## src/rtl/serial_sub32.sv

```systemverilog
// Bit-serial subtractor: one full-subtractor cell processes operands LSB first, one bit per clock.
// Optional signed flags (neg_o, ovf_o) are enabled with `define SERIAL_SUB_SIGNED_FLAGS_EN.
module serial_sub32 #(
    parameter  int WIDTH = 32,
    localparam int CNT_W = $clog2(WIDTH)
) (
    input  logic             clk_i,
    input  logic             rst_i,
    input  logic             start_i,
    input  logic [WIDTH-1:0] a_i,
    input  logic [WIDTH-1:0] b_i,
    input  logic             borrow_i,
    output logic             busy_o,
    output logic             valid_o,
    output logic [WIDTH-1:0] diff_o,
    output logic             borrow_o,
    output logic             zero_o,
`ifdef SERIAL_SUB_SIGNED_FLAGS_EN
    output logic             neg_o,
    output logic             ovf_o,
`endif
    output logic [1:0]       dbg_state
);

    // Handshake: start_i is accepted on a rising edge while idle or done;
    // valid_o pulses for exactly one cycle when diff_o/borrow_o/zero_o update.
    typedef enum logic [1:0] {
        IDLE = 2'd0,
        RUN  = 2'd1,
        DONE = 2'd2
    } state_t;

    state_t             state;
    logic [WIDTH-1:0]   a_sh;
    logic [WIDTH-1:0]   b_sh;
    logic [WIDTH-1:0]   res_sh;
    logic               bor;
    logic [CNT_W-1:0]   cnt;
`ifdef SERIAL_SUB_SIGNED_FLAGS_EN
    logic               a_msb;
    logic               b_msb;
`endif

    logic               d_bit;
    logic               bor_next;
    logic [WIDTH-1:0]   res_next;

    always_comb begin
        d_bit    = a_sh[0] ^ b_sh[0] ^ bor;
        bor_next = (~a_sh[0] & b_sh[0]) | (~(a_sh[0] ^ b_sh[0]) & bor);
        res_next = {d_bit, res_sh[WIDTH-1:1]};
    end

    assign dbg_state = state;

    always_ff @(posedge clk_i or posedge rst_i) begin
        if (rst_i) begin
            state    <= IDLE;
            a_sh     <= '0;
            b_sh     <= '0;
            res_sh   <= '0;
            bor      <= 1'b0;
            cnt      <= '0;
            busy_o   <= 1'b0;
            valid_o  <= 1'b0;
            diff_o   <= '0;
            borrow_o <= 1'b0;
            zero_o   <= 1'b0;
`ifdef SERIAL_SUB_SIGNED_FLAGS_EN
            a_msb    <= 1'b0;
            b_msb    <= 1'b0;
            neg_o    <= 1'b0;
            ovf_o    <= 1'b0;
`endif
        end else begin
            valid_o <= 1'b0;
            case (state)
                IDLE, DONE: begin
                    if (start_i) begin
                        a_sh   <= a_i;
                        b_sh   <= b_i;
                        bor    <= borrow_i;
                        cnt    <= '0;
                        busy_o <= 1'b1;
                        state  <= RUN;
`ifdef SERIAL_SUB_SIGNED_FLAGS_EN
                        a_msb  <= a_i[WIDTH-1];
                        b_msb  <= b_i[WIDTH-1];
`endif
                    end else begin
                        state <= IDLE;
                    end
                end
                RUN: begin
                    res_sh <= res_next;
                    a_sh   <= a_sh >> 1;
                    b_sh   <= b_sh >> 1;
                    bor    <= bor_next;
                    cnt    <= cnt + CNT_W'(1);
                    // Result registers load on the last bit so valid_o is high during DONE.
                    if (cnt == CNT_W'(WIDTH - 1)) begin
                        busy_o   <= 1'b0;
                        valid_o  <= 1'b1;
                        diff_o   <= res_next;
                        borrow_o <= bor_next;
                        zero_o   <= (res_next == '0);
`ifdef SERIAL_SUB_SIGNED_FLAGS_EN
                        neg_o    <= d_bit;
                        ovf_o    <= (a_msb != b_msb) && (d_bit != a_msb);
`endif
                        state    <= DONE;
                    end
                end
                default: begin
                    busy_o <= 1'b0;
                    state  <= IDLE;
                end
            endcase
        end
    end

endmodule

```

## config.mk

```make
export PLATFORM = sky130hd
export DESIGN_NAME = serial_sub32
export DESIGN_NICKNAME = d
export VERILOG_FILES = /design/src/rtl/serial_sub32.sv
export SDC_FILE = /design/constraint.sdc
export NUM_CORES = 1
export LEC_CHECK = 0
export ABC_CLOCK_PERIOD_IN_PS = 6800
export CAP_MARGIN = 15
export CORE_ASPECT_RATIO = 1.25
export CORE_MARGIN = 3
export CORE_UTILIZATION = 55
export CTS_CLUSTER_DIAMETER = 200
export DETAILED_ROUTE_END_ITERATION = 6
export PLACE_DENSITY = 0.82
export REMOVE_ABC_BUFFERS = 1
export SETUP_SLACK_MARGIN = 0.4
export SYNTH_ARGS = -nofsm -noshare
export SYNTH_HDL_FRONTEND = slang
export SYNTH_SLANG_ARGS = --single-unit
```

## constraint.sdc

```tcl
create_clock -name clk_i -period 6.8 [get_ports clk_i]
set_input_delay 1.36 -clock clk_i [delete_from_list [all_inputs] [get_ports clk_i]]
set_output_delay 1.36 -clock clk_i [all_outputs]
set_load 0.03 [all_outputs]
```

## After elaboration in Yosys (flattened, before gate mapping)

Cells that the tools add are included.

- Bits in registers: 140
- Output and inout port bits: 38

- $add $sub $neg: 1
- Eq/ne operators: 5
- Mux-type cells: 16
- Bitwise operators: 7
- Reductions and logical operators: 7

Operators by type and width:

| operator | count |
|---|---|
| 32-bit case mux with 2 select lines | 2 |
| 32-bit two-way mux | 2 |
| 32-bit logical NOT | 1 |
| 5-bit case mux with 2 select lines | 1 |
| 1-bit two-way mux | 6 |
| 2-bit AND reduction | 3 |
| 5-bit by 1-bit adder with 5-bit output (second input constant) | 1 |
| 5-bit == test (second input constant) | 1 |
| 5-bit two-way mux | 1 |
| 2-bit != test (second input constant) | 2 |
| 1-bit case mux with 2 select lines | 2 |
| 2-bit case mux with 2 select lines | 1 |
| 1-bit bitwise AND | 2 |
| 2-bit by 1-bit == test with 1-bit output (second input constant) | 1 |
| 2-bit == test (second input constant) | 1 |
| 2-bit logical NOT | 1 |
| 2-bit two-way mux | 1 |
| 1-bit NOT | 2 |
| 2-bit nonzero test | 1 |
| 2-bit OR reduction | 1 |
| 1-bit XOR | 2 |
| 1-bit OR | 1 |

## Longest topological paths before layout

Gate-level depths: netlist of the first run.

- Depth in word-level cells: 5
- Gate-level depth with buffers: 8

## Least setup slack after synthesis of the first run

No wires, ideal clock.

- Path kind: input -> register
- Start point: in start_i
- End point: reg b_sh[11]
- Setup time: 124 ps
- Arrival time: 2108 ps
- Required time: 6676 ps
- Slack: 4568 ps
- Stages: 6
- Buffers on the path: 3
- Path through: nor2b_1 -> clkbuf_1 -> buf_4 -> buf_2 -> a22oi_1 -> nand2_1

- Word-level cells in the longest chain between the ends: 2

RTL lines:

| element | RTL line | RTL |
|---|---|---|
| from (decl) | 9 | `input logic start_i,` |
| 2-bit != test (no line) | - |  |
| 2-bit AND reduction (no line) | - |  |
| to (signal assigned) | 81 | `b_sh <= b_i;` |
| to (signal assigned) | 97 | `b_sh <= b_sh >> 1;` |
| to (decl) | 35 | `logic [WIDTH-1:0] b_sh;` |

Every way passes these cells.
A chain may end at the register's enable or synchronous reset.

## Worst setup path after layout of the first run

- Start point: reg state[0], in the netlist dbg_state[0]
- End point: out dbg_state[0]

RTL lines:

| element | RTL line | RTL |
|---|---|---|
| from (decl) | 33 | `state_t state;` |
| from (signal assigned) | 58 | `state <= IDLE;` |
| from (signal assigned) | 85 | `state <= RUN;` |
| from (signal assigned) | 91 | `state <= IDLE;` |
| to (decl) | 22 | `output logic [1:0] dbg_state` |

No word-level cell between the ends.

==> insert_results.sql, run 1 <==
INSERT INTO impl_metrics (metric_group, metric, value, unit) VALUES
('routing', 'detail_route.wirelength', '12200', 'um'),
('worst_hold_path', 'hold_path_end', 'borrow_o', ''),
('synthesis', 'synth_largest_area_cell', 'sky130_fd_sc_hd__dfrtp_1', ''),
('setup_path', 'slowest_delay', '740', 'ps'),
('sta', 'fin_crit', '3026', 'ps'),
('setup_path', 'reg2reg_to', 'bor', ''),
('cells_and_area', 'layout.cells.most_common', 'sky130_fd_sc_hd__nand2_1', ''),
('sta', 'final_max_slew_viol_count', '0', ''),
('cts', 'clock-sinks', '139', ''),
('setup_path', 'cp_data_required_time', '5440', 'ps'),
('global_route', 'groute.usage.overall', '0.2158', ''),
('status', 'run_status', 'finished clean', ''),
('pwr', 'total_leakage_power', '0.003556', 'uW'),
('floorplanning', 'dieHeight', '120.5', 'um'),
('routing', 'drt_first_iter_violations', '345', ''),
('floorplanning', 'initial_core_util', '0.5681', ''),
('cells_and_area', 'design.final.nets', '697', ''),
('sta', 'post-route-period-util', '0.4450', ''),
('cts', 'cts-resized-gates', '0', ''),
('sta', 'fin_ws', '3774', 'ps'),
('cts', 'clk_latency', '410', 'ps'),
('sta', 'skew', '4.602', 'ps'),
('global_route', 'number_of_global_route_vias_before_repair', '4319', ''),
('floorplanning', 'die_area', '11760', 'um2'),
('setup_path', 'worst_setup_path_end_kind', 'output pin', ''),
('setup_path', 'cp_max_stage_cell', 'sky130_fd_sc_hd__clkdlybuf4s50_1', ''),
('cells_and_area', 'nFillCells', '710', ''),
('placed_design', 'numPortBuffers', '105', ''),
('setup_path', 'cpLargestDelayFamily', 'buffers and inverters', ''),
('cts', 'cts.clk_slew.worst_paths', '50', 'ps'),
('synthesis', 'synth_cells', '538', ''),
('cells_and_area', 'areaGrowthSynthToFinish', '28.62', '%'),
('synthesis', 'area_of_the_mapped_netlist', '5771', 'um2'),
('setup_path', 'critical_path.startpoint_type', 'flop', ''),
('synthesis', 'synth-seq-cells', '139', ''),
('cells_and_area', 'insertedDiodeCount', '0', ''),
('setup_path', 'r2r-start', 'dbg_state[0]', ''),
('floorplanning', 'rows', '41', ''),
('global_route', 'grt_pass1_wl', '20420', 'um'),
('worst_hold_path', 'hp-class', 'flop to flop', ''),
('sta', 'setup_tns', '0', 'ps'),
('cells_and_area', 'final_cell_mix', 'sky130_fd_sc_hd__nand2_1 (158), sky130_fd_sc_hd__dfrtp_1 (139), sky130_fd_sc_hd__clkdlybuf4s50_1 (105)', ''),
('setup_path', 'rr_worst_depth', '4', ''),
('cells_and_area', 'post-route-util', '0.7307', ''),
('pwr', 'power_density', '463.3', 'nW/um2'),
('pwr', 'max-vdd-ir-drop', '0.0002319', 'V'),
('sta', 'finalHoldViolCount', '0', ''),
('floorplanning', 'core', '10160', 'um2'),
('global_route', 'grt-ovfl-total', '0', ''),
('placed_design', 'gp_congestion', '0.8003', ''),
('sta', 'tightestPinTransition', '1044', 'ps'),
('floorplanning', 'boundaryPins', '106', ''),
('routing', 'drt_pass1_iterations', '5', ''),
('cts', 'cts_inserted_buffers', '17', ''),
('cells_and_area', 'drive_gt1_frac', '0.1033', ''),
('global_route', 'antenna_found_initial', '0', ''),
('cts', 'cts_tree', 'built', ''),
('setup_path', 'timing.critical_path.fanout_max', '7', ''),
('synthesis', 'synth_cell_type_count', '29', ''),
('sta', 'max_clock_freq', '0.3305', 'GHz'),
('routing', 'wl_per_cell', '15.88', 'um'),
('cts', 'clock_path_buffers', '2', ''),
('pwr', 'report.power.total', '3439', 'uW'),
('global_route', 'largest_net_degree_at_the_start_of_global_routing', '99', ''),
('floorplanning', 'fp.dieW', '97.62', 'um'),
('setup_path', 'timing_worst_setup_path_type', 'flop to output pin', ''),
('setup_path', 'crit_chain', 'clkdlybuf4s50_1', ''),
('sta', 'timing.max_slew.rel_slack', '0.3041', ''),
('worst_hold_path', 'whs_path_depth', '2', ''),
('cts', 'cts.htree.levels', '4', ''),
('placed_design', 'hpwl', '7473', 'um');
-- cell type report --
cell class	count	area (um2)	area share
clock inverters	7	87.58	0.01180
clock buffers	25	495.5	0.06676
well taps	129	161.4	0.02175
repair buffers	110	1101	0.1483
multi-input cells	353	2074	0.2795
inverters	5	23.77	0.003203
flip-flops and latches	139	3478	0.4686
-- sequential cells by signal, summed over array words and instances, names as in the netlist --
name       count
a_sh          32
b_sh          32
diff_o        32
res_sh        31
cnt            5
dbg_state      2
bor            1
borrow_o       1
busy_o         1
valid_o        1
zero_o         1
-- cell usage after synthesis, drive strengths merged --
| master | instances |
|---|---|
| ha | 2 |
| mux2i | 2 |
| o31ai | 1 |
| a221o | 2 |
| dfrtp | 139 |
| fa | 1 |
| nand3 | 62 |
| a22o | 4 |
| nor4 | 8 |
| nand2b | 2 |
| nand4 | 3 |
| clkbuf | 14 |
| a21o | 1 |
| nor2 | 4 |
| mux2 | 32 |
| o21ai | 4 |
| buf | 27 |
| nand3b | 1 |
| inv | 5 |
| nor3 | 1 |
| nand2 | 158 |
| a22oi | 61 |
| nor3b | 1 |
| and3 | 1 |
| nor2b | 2 |
-- metrics by stage --
stage	hold slack, ps	cell area [um2]	instances
CTS	480.1	7402	767
global route	517.8	7422	768
global placement	454.0	6819	735
floorplan	437.2	5547	497
detailed placement	467.8	6819	735
finish	478.3	7422	768
-- how the worst max path moves through the flow --
stage          cells after the start            to          from
2_1_floorplan                      1       a_sh[0]         rst_i
3_3_place_gp                       5           bor       start_i
3_5_place_dp                       5           bor       start_i
4_1_cts                            1  dbg_state[0]  dbg_state[0]
5_1_grt                            1  dbg_state[0]  dbg_state[0]
6_report                           1  dbg_state[0]  dbg_state[0]
-- report_power, final --
group	switching [uW]	internal, uW
Combinational	658	488
Clock	320	576
Sequential	232	1160
Total	1210	2230
-- worst min-delay path, stage by stage (launching register included) --
cell                      delay [ps]
sky130_fd_sc_hd__dfrtp_1         330
sky130_fd_sc_hd__nand2_1          50
sky130_fd_sc_hd__o21ai_0          60
-- kinds of logic after synthesis --
logic type	share of synthesized area
buffers and inverters	0.04206
multiplexers	0.07242
flip-flops	0.6028
AND/OR/NAND/NOR	0.1800
AO/OA/AOI/OAI	0.09497
adder cells (fa/ha/maj)	0.007805
-- metal layers --
layer / vias up / routed length, um / share of wire / track usage
met3: 27 / 730 / 0.060 / 0.06694
met4: 0 / 271 / 0.022 / 0.07792
met5: - / 0 / 0 / 0
li1: 2040 / - / - / -
met1: 2120 / 5176 / 0.42 / 0.2819
met2: 141 / 6020 / 0.49 / 0.3426
Power figures use the tool's default switching activity.
==> run 2: changes to the inputs <==
Settings changed: ABC_CLOCK_PERIOD_IN_PS 6800 to 3100, CORE_UTILIZATION 55 to 52, PLACE_DENSITY 0.82 to 0.78.
Clock period 6.8 ns to 3.1 ns, I/O delays scaled along.
==> run 2 against run 1 <==
  * Non-clock buffer count is 5 higher
  * Die area is 5.4% higher
  * Via count is 1.2% higher
  * Largest cell class unchanged
  * Critical path depth stayed put
  * Worst hold slack better by 1.8 ps
  * Sequential cell count stayed put
  * Core utilization is 3.4 points lower
  * Sequential share of layout area is 0.32 points lower
  * Global-route usage is 0.14 points higher
  * Wire length is 3.5% higher
==> insert_results.sql, run 2 (synthesized netlist as in run 1, its figures left out) <==
INSERT INTO impl_metrics (metric_group, metric, value, unit) VALUES
('setup_path', 'critical_path.startpoint_type', 'flop', ''),
('global_route', 'grt-ovfl-total', '0', ''),
('cts', 'cts.htree.levels', '4', ''),
('cts', 'clock_tree.root_cell', 'sky130_fd_sc_hd__clkbuf_16', ''),
('routing', 'detail_route.wirelength', '12620', 'um'),
('setup_path', 'cp_max_stage_cell', 'sky130_fd_sc_hd__clkdlybuf4s50_1', ''),
('placed_design', 'dp_cells', '744', ''),
('floorplanning', 'initial_core_util', '0.5383', ''),
('global_route', 'antenna_found_initial', '0', ''),
('job', 'max_cap_violations', '0', ''),
('worst_hold_path', 'hp-class', 'flop to flop', ''),
('cells_and_area', 'regArea', '3478', 'um2'),
('sta', 'post-route-period-util', '0.7446', ''),
('pwr', 'total_leakage_power', '0.003578', 'uW'),
('routing', 'detailroute.wirelength.met3', '699', 'um'),
('setup_path', 'worst_path_arrival', '1690', 'ps'),
('setup_path', 'crit_chain', 'clkdlybuf4s50_1', ''),
('setup_path', 'worst_setup_path_end_kind', 'output pin', ''),
('sta', 'final_setup_violating_endpoints', '0', ''),
('floorplanning', 'die_area', '12400', 'um2'),
('setup_path', 'timing_worst_setup_path_type', 'flop to output pin', ''),
('routing', 'highest_layer', 'met4', ''),
('cts', 'cts_post_setup_buffers_inserted', '0', ''),
('status', 'run_status', 'finished clean', ''),
('floorplanning', 'core', '10720', 'um2'),
('cells_and_area', 'layout.cells.most_common', 'sky130_fd_sc_hd__nand2_1', ''),
('cells_and_area', 'final_cell_area', '7473', 'um2'),
('routing', 'detail_route.drc_violations', '0', ''),
('cts', 'cts.clk_slew.worst_paths', '50', 'ps'),
('cells_and_area', 'multi_input_logic_area', '2074', 'um2'),
('cells_and_area', 'finalNonFillerCells', '776', ''),
('cells_and_area', 'insertedDiodeCount', '0', ''),
('sta', 'max_clock_freq', '0.4332', 'GHz'),
('cts', 'clock-sinks', '139', ''),
('routing', 'drt_pass1_iterations', '5', ''),
('setup_path', 'worstPathBufferInverterCount', '1', ''),
('cts', 'cts_hold_buf', '0', ''),
('routing', 'drt_first_iter_violations', '228', ''),
('global_route', 'largest_net_degree_at_the_start_of_global_routing', '99', ''),
('placed_design', 'hpwl', '8108', 'um'),
('routing', 'wl_per_cell', '16.26', 'um'),
('placed_design', 'numPortBuffers', '105', ''),
('cells_and_area', 'layout_top_registers', 'a_sh (32), b_sh (32), diff_o (32)', ''),
('floorplanning', 'dieHeight', '123.8', 'um'),
('pwr', 'power_density', '1016', 'nW/um2'),
('sta', 'final_max_slew_viol_count', '0', ''),
('placed_design', 'dpl-instance-area', '6880', 'um2'),
('setup_path', 'cpLargestDelayFamily', 'buffers and inverters', ''),
('setup_path', 'timing.critical_path.fanout_max', '7', ''),
('cts', 'cts_inserted_buffers', '17', ''),
('cells_and_area', 'design.final.nets', '702', ''),
('global_route', 'number_of_global_route_vias_before_repair', '4360', ''),
('setup_path', 'slowest_delay', '750', 'ps'),
('cts', 'clock_path_buffers', '2', ''),
('sta', 'timing.max_slew.rel_slack', '0.3068', ''),
('routing', 'final_antenna_net_count', '0', ''),
('cells_and_area', 'post-route-util', '0.6971', ''),
('routing', 'met2RoutedLength', '6508', 'um'),
('sta', 'fin_hold_ws', '480.1', 'ps'),
('routing', 'vias', '4378', ''),
('cells_and_area', 'nFillCells', '775', ''),
('setup_path', 'cp_data_required_time', '2480', 'ps'),
('sta', 'skew', '7.572', 'ps'),
('cells_and_area', 'drive_gt1_frac', '0.1165', ''),
('floorplanning', 'boundaryPins', '106', ''),
('sta', 'fin_crit', '2308', 'ps'),
('global_route', 'groute.usage.overall', '0.2172', ''),
('pwr', 'max-vdd-ir-drop', '0.0003958', 'V'),
('cts', 'cts-resized-gates', '0', ''),
('routing', 'routedLengthMet1', '5290', 'um'),
('cts', 'clk_latency', '410', 'ps'),
('sta', 'tightestPinTransition', '1040', 'ps'),
('floorplanning', 'fp.dieW', '100.2', 'um'),
('cells_and_area', 'final_cell_mix', 'sky130_fd_sc_hd__nand2_1 (158), sky130_fd_sc_hd__dfrtp_1 (139), sky130_fd_sc_hd__clkdlybuf4s50_1 (105)', ''),
('routing', 'detail_route.vias_per_cell', '5.642', ''),
('global_route', 'grt_pass1_wl', '21250', 'um'),
('sta', 'grt_setup_unrepaired', 'no', ''),
('placed_design', 'gp_congestion', '0.7638', ''),
('cts', 'cts_tree', 'built', ''),
('sta', 'finalHoldViolCount', '0', ''),
('floorplanning', 'rows', '42', ''),
('cells_and_area', 'areaGrowthSynthToFinish', '29.51', '%');
run 2: cell count changes in the layout (fill, tap and decap cells not counted):
cell and delta:
sky130_fd_sc_hd__clkinv_2 -1, sky130_fd_sc_hd__clkinv_4 +1, sky130_fd_sc_hd__buf_4 +5, sky130_fd_sc_hd__bufinv_16 -1, sky130_fd_sc_hd__inv_6 +1, sky130_fd_sc_hd__clkbuf_1 -4
sky130_fd_sc_hd__clkbuf_8 +2, sky130_fd_sc_hd__clkinvlp_4 +2
run 2: area by class of cell:
type | instances | area share
Multi-Input combinational cell | 353 | 0.2776
Tap cell | 132 | 0.02210
Timing Repair Buffer | 115 | 0.1524
Sequential cell | 139 | 0.4654
Clock inverter | 9 | 0.01138
Inverter | 5 | 0.003181
Clock buffer | 23 | 0.06797
run 2: through the flow:
step           setup slack (ps)  TNS, ps  total power (uW)
3_5_place_dp              891.8        0              5627
6_report                  791.8        0              7591
3_3_place_gp              913.0        0              5476
2_1_floorplan             -1711  -293960              4696
4_1_cts                   789.1        0              7646
5_1_grt                   751.3        0              8079
run 2: worst paths after layout:
kind | start | end | depth (start not counted) | slack (ps)
worst max-delay path | dbg_state[0] | dbg_state[0] | 1 | 790
worst min-delay path | borrow_o | borrow_o | 2 | 480
worst max register to register | cnt[0] | diff_o[17] | 6 | 950
worst min register to register | borrow_o | borrow_o | 2 | 480
max in group asynchronous | rst_i | a_sh[14] | 3 | 1780
min in group asynchronous | rst_i | busy_o | 2 | 640
run 2: report_power, final:
group          internal, uW  switching, uW
Clock                  1230            752
Combinational          1080           1460
Sequential             2550            512
run 2: metal layers:
layer,global-route usage,vias up
li1,-,2047
met5,0,-
met4,0.05897,0
met1,0.2856,2187
met2,0.3574,133
met3,0.05938,11
